`src/rtl/serial_pkg.sv`:
```
// Shared serial-line package: FSM state type and line levels, common to tx and rx.
// Defining SERIAL_TX_PARITY_EN adds the PARITY state.
package serial_pkg;

    localparam logic LINE_IDLE = 1'b1;
    localparam logic START_BIT = 1'b0;
    localparam logic STOP_BIT  = 1'b1;

    typedef enum logic [2:0] {
        IDLE,
        START,
        DATA,
`ifdef SERIAL_TX_PARITY_EN
        PARITY,
`endif
        STOP
    } tx_state_t;

endpackage

```
`src/rtl/serial_tx_if.sv`:
```
// Load channel into the serial transmitter: data_in, load_valid, load_ready.
// master = producer (drives data_in/load_valid), slave = transmitter (drives load_ready).
interface serial_tx_if #(
    parameter int DATA_W = 8
) ();

    logic [DATA_W-1:0] data_in;
    logic              load_valid;
    logic              load_ready;

    modport master (
        output data_in,
        output load_valid,
        input  load_ready
    );

    modport slave (
        input  data_in,
        input  load_valid,
        output load_ready
    );

endinterface

```
`src/rtl/serial_tx_bit_timer.sv`:
```
// bit_timer: counts CLKS_PER_BIT cycles while en is high; bit_tick marks the last cycle of a bit.
// Ports: clk, rst (sync, active-high), en (count enable; low clears), bit_tick (one-cycle pulse).
module bit_timer #(
    parameter int CLKS_PER_BIT = 4
) (
    input  logic clk,
    input  logic rst,
    input  logic en,
    output logic bit_tick
);

    localparam int CW = $clog2(CLKS_PER_BIT + 1);
    localparam logic [CW-1:0] LAST = CW'(CLKS_PER_BIT - 1);

    logic [CW-1:0] cnt;

    assign bit_tick = en && (cnt == LAST);

    // Counter restarts at every bit boundary, so it never passes LAST.
    always_ff @(posedge clk) begin
        if (rst || !en || bit_tick) begin
            cnt <= '0;
        end else begin
            cnt <= cnt + CW'(1);
        end
    end

endmodule

```
`src/rtl/serial_tx.sv`:
```
// serial_tx: loads a DATA_W payload and sends start, data (LSB first), [parity], stop.
// Ports: clk, rst (sync, active-high), load (serial_tx_if.slave), tx_out, busy, done.
// Defining SERIAL_TX_PARITY_EN adds an even-parity bit before the stop bit.
module serial_tx
    import serial_pkg::*;
#(
    parameter int DATA_W       = 8,
    parameter int CLKS_PER_BIT = 4
) (
    input  logic        clk,
    input  logic        rst,
    serial_tx_if.slave  load,
    output logic        tx_out,
    output logic        busy,
    output logic        done
);

    localparam int BW = $clog2(DATA_W + 1);
    localparam logic [BW-1:0] LAST_BIT = BW'(DATA_W - 1);

    tx_state_t         state;
    tx_state_t         state_d;
    logic [DATA_W-1:0] shreg;
    logic [DATA_W-1:0] shreg_d;
    logic [BW-1:0]     bit_cnt;
    logic [BW-1:0]     bit_cnt_d;
    logic              tx_d;
    logic              done_d;
    logic              bit_tick;
`ifdef SERIAL_TX_PARITY_EN
    logic              par;
    logic              par_d;
`endif

    assign load.load_ready = (state == IDLE);
    assign busy            = (state != IDLE);

    bit_timer #(
        .CLKS_PER_BIT(CLKS_PER_BIT)
    ) u_timer (
        .clk     (clk),
        .rst     (rst),
        .en      (busy),
        .bit_tick(bit_tick)
    );

    always_comb begin
        state_d   = state;
        shreg_d   = shreg;
        bit_cnt_d = bit_cnt;
        done_d    = 1'b0;
`ifdef SERIAL_TX_PARITY_EN
        par_d     = par;
`endif
        unique case (state)
            IDLE: begin
                if (load.load_valid) begin
                    state_d   = START;
                    shreg_d   = load.data_in;
                    bit_cnt_d = '0;
`ifdef SERIAL_TX_PARITY_EN
                    par_d     = ^load.data_in;
`endif
                end
            end
            START: begin
                if (bit_tick) begin
                    state_d = DATA;
                end
            end
            DATA: begin
                if (bit_tick) begin
                    shreg_d = shreg >> 1;
                    if (bit_cnt == LAST_BIT) begin
                        bit_cnt_d = '0;
`ifdef SERIAL_TX_PARITY_EN
                        state_d   = PARITY;
`else
                        state_d   = STOP;
`endif
                    end else begin
                        bit_cnt_d = bit_cnt + BW'(1);
                    end
                end
            end
`ifdef SERIAL_TX_PARITY_EN
            PARITY: begin
                if (bit_tick) begin
                    state_d = STOP;
                end
            end
`endif
            STOP: begin
                if (bit_tick) begin
                    state_d = IDLE;
                    done_d  = 1'b1;
                end
            end
            default: begin
                state_d = IDLE;
            end
        endcase
    end

    // tx_out is registered from the next state, so the start bit
    // appears in the cycle right after the accepting edge.
    always_comb begin
        tx_d = LINE_IDLE;
        unique case (state_d)
            IDLE:    tx_d = LINE_IDLE;
            START:   tx_d = START_BIT;
            DATA:    tx_d = shreg_d[0];
`ifdef SERIAL_TX_PARITY_EN
            PARITY:  tx_d = par_d;
`endif
            STOP:    tx_d = STOP_BIT;
            default: tx_d = LINE_IDLE;
        endcase
    end

    always_ff @(posedge clk) begin
        if (rst) begin
            state   <= IDLE;
            shreg   <= '0;
            bit_cnt <= '0;
            tx_out  <= LINE_IDLE;
            done    <= 1'b0;
`ifdef SERIAL_TX_PARITY_EN
            par     <= 1'b0;
`endif
        end else begin
            state   <= state_d;
            shreg   <= shreg_d;
            bit_cnt <= bit_cnt_d;
            tx_out  <= tx_d;
            done    <= done_d;
`ifdef SERIAL_TX_PARITY_EN
            par     <= par_d;
`endif
        end
    end

endmodule

```
`src/flat_wrapper.sv`:
```
// flat-port wrapper written by rule: the top's interface ports become plain ports
module serial_tx_flat import serial_pkg::*;
#(
    parameter int DATA_W       = 8,
    parameter int CLKS_PER_BIT = 4
)
  (clk, rst, tx_out, busy, done, load_data_in, load_load_valid, load_load_ready);
  serial_tx_if #(.DATA_W(DATA_W)) load_i ();
  input  logic clk;
  input  logic rst;
  output logic tx_out;
  output logic busy;
  output logic done;
  input wire logic [$bits(load_i.data_in)-1:0] load_data_in;
  input wire logic [$bits(load_i.load_valid)-1:0] load_load_valid;
  output wire logic [$bits(load_i.load_ready)-1:0] load_load_ready;
  assign load_i.data_in = load_data_in;
  assign load_i.load_valid = load_load_valid;
  assign load_load_ready = load_i.load_ready;
  serial_tx #(.DATA_W(DATA_W), .CLKS_PER_BIT(CLKS_PER_BIT)) u_core (.clk(clk), .rst(rst), .load(load_i), .tx_out(tx_out), .busy(busy), .done(done));
endmodule
```
`config.mk`:
```
export PLATFORM = sky130hd
export DESIGN_NAME = serial_tx_flat
export DESIGN_NICKNAME = d
export VERILOG_FILES = /design/src/rtl/serial_pkg.sv /design/src/rtl/serial_tx_if.sv /design/src/rtl/serial_tx_bit_timer.sv /design/src/rtl/serial_tx.sv /design/src/flat_wrapper.sv
export SDC_FILE = /design/constraint.sdc
export NUM_CORES = 1
export LEC_CHECK = 0
export BUFFER_PORTS_ARGS = -buffer_cell sky130_fd_sc_hd__buf_4
export CAP_MARGIN = 20
export CORE_UTILIZATION = 60
export CTS_BUF_LIST = sky130_fd_sc_hd__clkbuf_2 sky130_fd_sc_hd__clkbuf_4 sky130_fd_sc_hd__clkbuf_8
export CTS_CLUSTER_DIAMETER = 60
export DETAILED_ROUTE_END_ITERATION = 10
export PLACE_DENSITY = 0.88
export RECOVER_POWER = 25
export SLEW_MARGIN = 20
export SYNTH_ARGS = -nofsm -noshare
export SYNTH_HDL_FRONTEND = slang
export SYNTH_SLANG_ARGS = --single-unit
```
`constraint.sdc`:
```
create_clock -name clk -period 3.3 [get_ports clk]
set_input_delay 0.495 -clock clk [delete_from_list [all_inputs] [get_ports clk]]
set_output_delay 0.495 -clock clk [all_outputs]
set_load 0.1 [all_outputs]
```
; ---- Yosys cells after proc, flatten, opt, wreduce, memory -nomap -nowiden
; Cells that the tools add are included.
[word_totals]
register_bits = 20
latchBits = 0
ram_bits = 0
romBits = 0
inputBits = 11
memories = 0
[classes]
add_sub_neg = 2
mul = 0
div_mod_pow = 0
magnitude_cmp = 0
eq_ne = 9
shifts = 0
n_mux = 15
bitwise = 1
n_reduce_logical = 9
[ops]
columns = operator, count
row1 = two-way mux 8 bit, 2
row2 = case mux 8 bit (2 select lines), 1
row3 = two-way mux 3 bit, 5
row4 = "== test 3 x 2 -> 1 bit, second input constant", 4
row5 = two-way mux 4 bit, 3
row6 = case mux 3 bit (4 select lines), 1
row7 = case mux 4 bit (2 select lines), 1
row8 = "== test 3 x 1 -> 1 bit, second input constant", 2
row9 = "adder 4 x 1 -> 4 bit, second input constant", 1
row10 = "== test 4 x 3 -> 1 bit, second input constant", 1
row11 = "inequality test 2 bit, second input constant", 2
row12 = "adder 3 x 1 -> 3 bit, second input constant", 1
row13 = zero test 3 bit, 1
row14 = AND reduction 3 bit, 1
row15 = nonzero test 3 bit, 1
row16 = logical OR 1 bit, 2
row17 = case mux 1 bit (2 select lines), 1
row18 = nonzero test 2 bit, 1
row19 = OR reduction 2 bit, 1
row20 = logical AND 1 bit, 1
row21 = zero test 1 bit, 1
row22 = two-way mux 1 bit, 1
row23 = inverter 1 bit, 1

; ---- Longest topological paths before layout
; Gate-level depths: netlist (run 1).
[depth]
word_depth = 6
depth_mapped = 8

; ---- Modules after synthesis
; A second synthesis (run 1) with hierarchy kept.
[unflattened]
hier_cells = 97
area_unflattened_um2 = 893.4
[by_module_without_submodules]
columns = module, instances, cells_each, area_per_inst_um2, seq_area_each_um2
row1 = serial_tx, 1, 87, 767.0, 340.3
row2 = bit_timer, 1, 10, 126.4, 60.1

; ---- Worst setup path after synthesis (run 1)
; OpenSTA, ideal clock, no wires.
[synth_path]
path_kind = flip-flop to output port
startpoint = register u_core.state[0]
endpoint = output busy
arrival_ns = 3.834
slack_ns = -1.029
path_stages_with_launch = 4
cell_sequence = dfxtp_1 > buf_6 > nor3_1 > inv_1
[synth_via]
elab_chain_len = 1
[synth_rtl]
columns = element, line_no
row1 = from (decl), serial_tx.sv:21  ; tx_state_t state;
row2 = from (signal assigned), serial_tx.sv:132  ; state <= state_d;
row3 = nonzero test 3 bit, serial_tx.sv:36  ; assign busy = (state != IDLE);
row4 = to (decl), flat_wrapper.sv:12  ; output logic busy;
; No other way between the ends.

; ---- Worst setup path in the final report (run 1)
[layout_path]
startpoint = register u_core.u_timer.cnt[0]
endpoint = register u_core.bit_cnt[3]
[layout_via]
elab_chain_len = 4
[layout_rtl]
columns = element, line_no
row1 = from (decl), serial_tx_bit_timer.sv:15  ; logic [CW-1:0] cnt;
row2 = from (signal assigned), serial_tx_bit_timer.sv:24  ; cnt <= cnt + CW'(1);
row3 = == test 3 x 2 -> 1 bit, serial_tx_bit_timer.sv:17  ; assign bit_tick = en && (cnt == LAST);
row4 = logical AND 1 bit, serial_tx_bit_timer.sv:17
row5 = inequality test 2 bit (no line), --
row6 = AND reduction 3 bit (no line), --
row7 = to (signal assigned), serial_tx.sv:134  ; bit_cnt <= bit_cnt_d;
row8 = to (decl), serial_tx.sv:25  ; logic [BW-1:0] bit_cnt;
; No other way between the ends.
; A chain may end at the register's enable or synchronous reset.

==> results of run 1 <==
-- flip-flops by register name, indices dropped and copies added, names as in the netlist --
name,flops
u_core.tx_out,1
u_core.u_timer.cnt,3
u_core.bit_cnt,4
u_core.state,3
u_core.shreg,8
u_core.done,1
-- stage by stage --
step                      area, µm²  power [mW]  instances  hold slack, ps  utilization, %
after floorplan                 913       0.302        106             399               -
after global placement         1010       0.318        130             406            75.0
after detailed placement       1010       0.320        130             432            75.0
after CTS                      1050       0.457        134             449            77.7
after global routing           1040       0.469        134             470            77.1
final                          1040       0.458        134             444            77.1
-- report_power, final --
| group | total (mW) | internal [mW] | switching (mW) | leakage, nW |
|---|---|---|---|---|
| registers | 0.257 | 0.250 | 0.00721 | 0.163 |
| logic | 0.0573 | 0.0208 | 0.0365 | 0.215 |
| clock network | 0.143 | 0.0673 | 0.0760 | 0.0210 |
-- cells by family (layout without fill, tap and decap cells) --
logic type               Yosys count  after routing  synth area share, %
AO/OA/AOI/OAI                     31             31                 19.8
XOR/XNOR                           1              1                0.964
adder cells (fa/ha/maj)            3              3                 4.13
buffers and inverters             11             24                 5.65
flip-flops                        20             20                 44.1
other                              1              1                0.413
AND/OR/NAND/NOR                   39             39                 24.9
-- critical path, stage by stage (launching register included) --
cell and delay, ps:
dfxtp_1 360, ha_1 150, ha_1 310, nor4bb_1 330
buf_4 210, nor2_2 100, or4b_1 560, a21oi_1 150
-- worst max path at each step --
stage                                      from                 to  slack (ps)  cells past startpoint
after floorplan                 u_core.state[0]               busy         220                      3
after global placement    u_core.u_timer.cnt[0]  u_core.bit_cnt[3]        1240                      7
after detailed placement  u_core.u_timer.cnt[0]  u_core.bit_cnt[3]        1140                      7
after CTS                 u_core.u_timer.cnt[0]  u_core.bit_cnt[3]        1060                      7
after global routing      u_core.u_timer.cnt[0]  u_core.bit_cnt[3]         940                      7
final                     u_core.u_timer.cnt[0]  u_core.bit_cnt[3]        1060                      7
-- Yosys cell counts, drive strengths merged --
library cell	number	share of area (%)
and4	1	0.96
nor2b	1	0.69
a21o	1	0.83
nor3b	1	0.83
nor2	8	3.6
nand3b	1	0.83
conb	1	0.41
nand4	1	0.69
a31oi	2	1.4
ha	3	4.1
clkbuf	3	1.2
nor4bb	1	1.1
nor3	4	2.2
xor2	1	0.96
a22oi	7	5.8
nand3	1	0.55
and3	1	0.69
or3	1	0.69
a21oi	12	6.6
nand2	13	5.4
dfxtp	20	44
or3b	1	0.96
or4b	2	2.2
nor4b	1	2.6
o22ai	2	1.4
buf	3	2.3
nand4b	1	0.96
o21ai	7	3.9
inv	5	2.1
-- final cells by class --
type | count | area, µm² | area share (%)
Timing Repair Buffer | 15 | 105 | 10.1
Multi-Input combinational cell | 75 | 462 | 44.4
Inverter | 5 | 18.8 | 1.80
Tap cell | 15 | 18.8 | 1.80
Sequential cell | 20 | 400 | 38.5
Clock buffer | 4 | 36.3 | 3.49
-- per-layer routing --
layer  wire length [µm]  up-vias
met5                  0        -
met4                 35        0
met3                 87        4
met2                882       21
met1                791      355
li1                   -      405
==> results.yml, run 1 <==
outcome:
  outcome: "finished clean"
logic_synthesis:
  ys_ff_latch: 20
  post_synth_instance_area_um2: 908
  synthesis.area_per_instance_um2: 8.57
  synthesis.yosys.warnings: 0
  post_synth_inst_count: 106
  seq_area_frac_synth_pct: 44.1
  synthesis.nets: 120
  post_synth_num_cell_types: 31
placed_design:
  post-place-ws_ps: 1140
  hpwl_dp_um: 1180
  buffer_ports.inserted: 14
  gp_congestion: 0.704
power:
  power.density_nw_per_um2: 440
  power_leakage_nw: 0.399
  worst_ir_drop_vdd_mv: 0.314
clock_tree:
  ctsHtreeMaxLevel: 1
  cts_made_buffers: 3
  clkSinkCount: 20
  tritoncts: "yes"
  cts.path.max_buffers: 2
  clkSlewWorstSetupHoldPaths_ps: 110
  cts_resized: 0
  post_cts.repair.setup_buffers: 0
  clk_latency_ps: 300
  postCtsHoldBufs: 0
  clock_tree.root_cell: "clkbuf_4"
drt:
  drt-initial-drc-count: 27
  totalWireLength_um: 1800
  drt-pass1-iter-count: 4
  routed-via-count: 785
  remaining_routing_drc_violations: 0
  drt-wirelength-per-cell_um: 13.4
  viasPerCell: 5.86
  antenna_violation_net_count_after_detailed_routing: 0
cells_and_area:
  layout-drive-gt1-share_pct: 16.8
  fill_cells: 105
  final_nets: 134
  layout_common_cells: "dfxtp_1 (20), nand2_1 (13), buf_4 (13)"
  count_of_inserted_antenna_diode_cells: 0
  final_common_cell: "dfxtp_1"
  area_growth_syn_to_layout_pct: 14.6
floorplan:
  coreArea_um2: 1350
  initial_utilization_pct: 67.3
  die-width_um: 40.9
  fp.dieArea_um2: 1670
  core.rowCount: 13
  i_o_pin_count: 15
  die-height_um: 40.9
sta:
  finalCritPeriodShare_pct: 67.9
  setup_repair_after_global_routing_missed_its_margin: "false"
  finClkSkew_ps: 3.35
  drv_slew: 0
  worstMarginPinSlew_ps: 1160
  final_hold_violation_count: 0
  timing.final.setup_violations: 0
  post-route-min-period_ps: 2240
  tns_ps: 0
  postLayoutSetupSlackWorst_ps: 1060
  fmax_ghz: 0.446
  slew-limit-headroom_pct: 23.2
critical_path:
  worst_reg2reg_path_startpoint: "u_core.u_timer.cnt[0]"
  crit_path_start_kind: "flip-flop"
  timing.reg2reg.worst_path_depth: 7
  criticalPathCategory: "reg2reg"
  path_max_fanout: 12
  cp_data_arrival_time_ps: 2480
  regToRegSetupSlack_ps: 1060
  worst-endpoint-required_ps: 3540
  crit_path_end_kind: "flip-flop"
  timing.rr.end: "u_core.bit_cnt[3]"
global_route:
  global_route.usage.met1_pct: 26.5
  antenna_found_initial: 0
  grt_overflow_total: 0
  largest_net_degree_at_the_start_of_global_routing: 17
  grt_first_pass_wirelength_um: 2590
  global_route.usage.met3_pct: 3.26
  gr-usage-all-layers_pct: 24.0
  grt_pass1_vias: 628
  globalRoute.busiestLayer: "met2"
  globalRouteMet2Util_pct: 43.8
worst_hold_path:
  min-delay-start: "u_core.u_timer.cnt[0]"
  worstHoldPathCells: 1
  min_delay_worst_endpoint: "u_core.u_timer.cnt[0]"
  hold_path.class: "reg2reg"
job:
  drv_cap: 0
No activity file was read; power rests on OpenSTA's default activity.
==> run 2, diff against run 1 <==
--- a/config.mk
+++ b/config.mk
@@ -7,11 +7,11 @@
 export LEC_CHECK = 0
 export BUFFER_PORTS_ARGS = -buffer_cell sky130_fd_sc_hd__buf_4
 export CAP_MARGIN = 20
-export CORE_UTILIZATION = 60
+export CORE_UTILIZATION = 51
 export CTS_BUF_LIST = sky130_fd_sc_hd__clkbuf_2 sky130_fd_sc_hd__clkbuf_4 sky130_fd_sc_hd__clkbuf_8
 export CTS_CLUSTER_DIAMETER = 60
 export DETAILED_ROUTE_END_ITERATION = 10
-export PLACE_DENSITY = 0.88
+export PLACE_DENSITY = 0.8
 export RECOVER_POWER = 25
 export SLEW_MARGIN = 20
 export SYNTH_ARGS = -nofsm -noshare
==> constraint.sdc (replaced) <==
create_clock -name clk -period 1.9 [get_ports clk]
set_input_delay 0.285 -clock clk [delete_from_list [all_inputs] [get_ports clk]]
set_output_delay 0.285 -clock clk [all_outputs]
set_load 0.1 [all_outputs]
==> results.yml, run 2 (synthesis gave the netlist of run 1 again) <==
outcome:
  outcome: "finished clean"
cells_and_area:
  largest_register_ffs: 8
  area_growth_syn_to_layout_pct: 24.5
  layout_common_cells: "buf_4 (19), dfxtp_1 (19), nand2_1 (13)"
  instances_no_fill: 142
  largest_registers: "u_core.shreg x8, u_core.bit_cnt x4"
  finalCoreUtilization_pct: 71.7
  count_of_inserted_antenna_diode_cells: 0
  layout-drive-gt1-share_pct: 27.0
  largest-register: "u_core.shreg"
  final_nets: 141
clock_tree:
  ctsHtreeMaxLevel: 1
  cts_made_buffers: 3
  postCtsHoldBufs: 0
  cts.path.max_buffers: 2
  clkSinkCount: 20
  clk_latency_ps: 300
  clock_tree.root_cell: "clkbuf_4"
  tritoncts: "yes"
  clkSlewWorstSetupHoldPaths_ps: 110
floorplan:
  i_o_pin_count: 15
  core.rowCount: 14
  die-height_um: 44.2
  die-width_um: 44.2
  coreArea_um2: 1580
  fp.dieArea_um2: 1950
  initial_utilization_pct: 57.6
global_route:
  grt_first_pass_wirelength_um: 3220
  gr-usage-all-layers_pct: 21.8
  largest_net_degree_at_the_start_of_global_routing: 17
  grt_pass1_vias: 793
  grt_overflow_total: 0
  antenna_found_initial: 0
placed_design:
  hpwl_dp_um: 1330
  buffer_ports.inserted: 14
  gp_congestion: 0.827
  post-place-cells: 137
critical_path:
  worst-endpoint-required_ps: 2140
  criticalPathCategory: "reg2reg"
  path_max_fanout: 6
  crit_path_end_kind: "flip-flop"
  crit_path_start_kind: "flip-flop"
  timing.reg2reg.worst_path_depth: 7
  cp_data_arrival_time_ps: 1990
sta:
  drv_slew: 0
  timing.final.setup_violations: 0
  fin_worst_hold_slack_ps: 253
  setup_repair_after_global_routing_missed_its_margin: "false"
  finClkSkew_ps: 6.62
  fmax_ghz: 0.572
  finalCritPeriodShare_pct: 92.0
  worstMarginPinSlew_ps: 541
  slew-limit-headroom_pct: 64.1
  tns_ps: 0
  final_hold_violation_count: 0
  post-route-min-period_ps: 1750
drt:
  routed-via-count: 834
  remaining_routing_drc_violations: 0
  totalWireLength_um: 1800
  viasPerCell: 5.87
  antenna_violation_net_count_after_detailed_routing: 0
  drt-wirelength-per-cell_um: 12.7
  drt-initial-drc-count: 21
  drt-pass1-iter-count: 6
power:
  share_clk_of_total_power_pct: 30.5
  p_switching_mw: 0.207
  power.density_nw_per_um2: 706
  share_seq_of_total_power_pct: 55.9
  power_leakage_nw: 0.442
  worst_ir_drop_vdd_mv: 0.445
  pwr-share-comb_pct: 13.6
  report.power.total_mw: 0.799
  switching_share_pct: 25.8
  internal_power_of_the_cells_mw: 0.593
worst_hold_path:
  hold_path.class: "in2reg"
  worstHoldPathCells: 3
job:
  drv_cap: 0
-- run 2: cell type report --
cell class / instances / area [µm²]
multi-input combinational: 75 / 498
fill: 118 / 445
sequential: 20 / 402
timing repair buffer: 22 / 156
clock buffer: 4 / 36.3
tap: 16 / 20.0
inverter: 5 / 18.8
-- run 2: metal layers --
layer | track usage [%] | up-vias | share of wire, %
met1 | 26.2 | 391 | 43
met3 | 2.45 | 2 | 3.5
met4 | 8.48 | 0 | 0.67
li1 | - | 420 | -
met2 | 39.4 | 21 | 52
met5 | 0 | - | 0
-- run 2: timing repair --
item	in CTS	in global routing
resized for setup	1	6
buffers inserted	0	1
endpoints found under the hold margin	0	0
endpoints found under the setup margin	1	2
pin swaps	0	2
-- run 2: metrics by stage --
step	instance area (µm²)	worst slack, ps
2_1_floorplan	922	-350
3_3_place_gp	1070	77.5
4_1_cts	1110	3.08
3_5_place_dp	1070	25.3
5_1_grt	1130	22.2
6_report	1130	152
-- run 2: final timing paths --
kind,from,end,slack [ps]
setup / recovery,u_core.u_timer.cnt[0],u_core.bit_cnt[0],150
hold / removal,load_data_in[7],u_core.shreg[7],250
setup reg to reg,u_core.u_timer.cnt[0],u_core.bit_cnt[0],150
hold reg to reg,u_core.u_timer.cnt[0],u_core.u_timer.cnt[0],410
-- run 2: critical path: stages, from the launching register on --
cell	delay, ps
dfxtp_2	340
ha_1	140
ha_1	160
nor4bb_4	190
buf_4	150
nor2_2	60
or4b_4	520
a21oi_2	140
-- run 2: power by group through the flow --
stage / logic (mW) / registers [mW] / clock network (mW)
after floorplan: 0.0702 / 0.456 / 0
after global placement: 0.106 / 0.454 / 0
after detailed placement: 0.109 / 0.455 / 0
after CTS: 0.109 / 0.446 / 0.251
after global routing: 0.118 / 0.449 / 0.269
final: 0.109 / 0.447 / 0.244
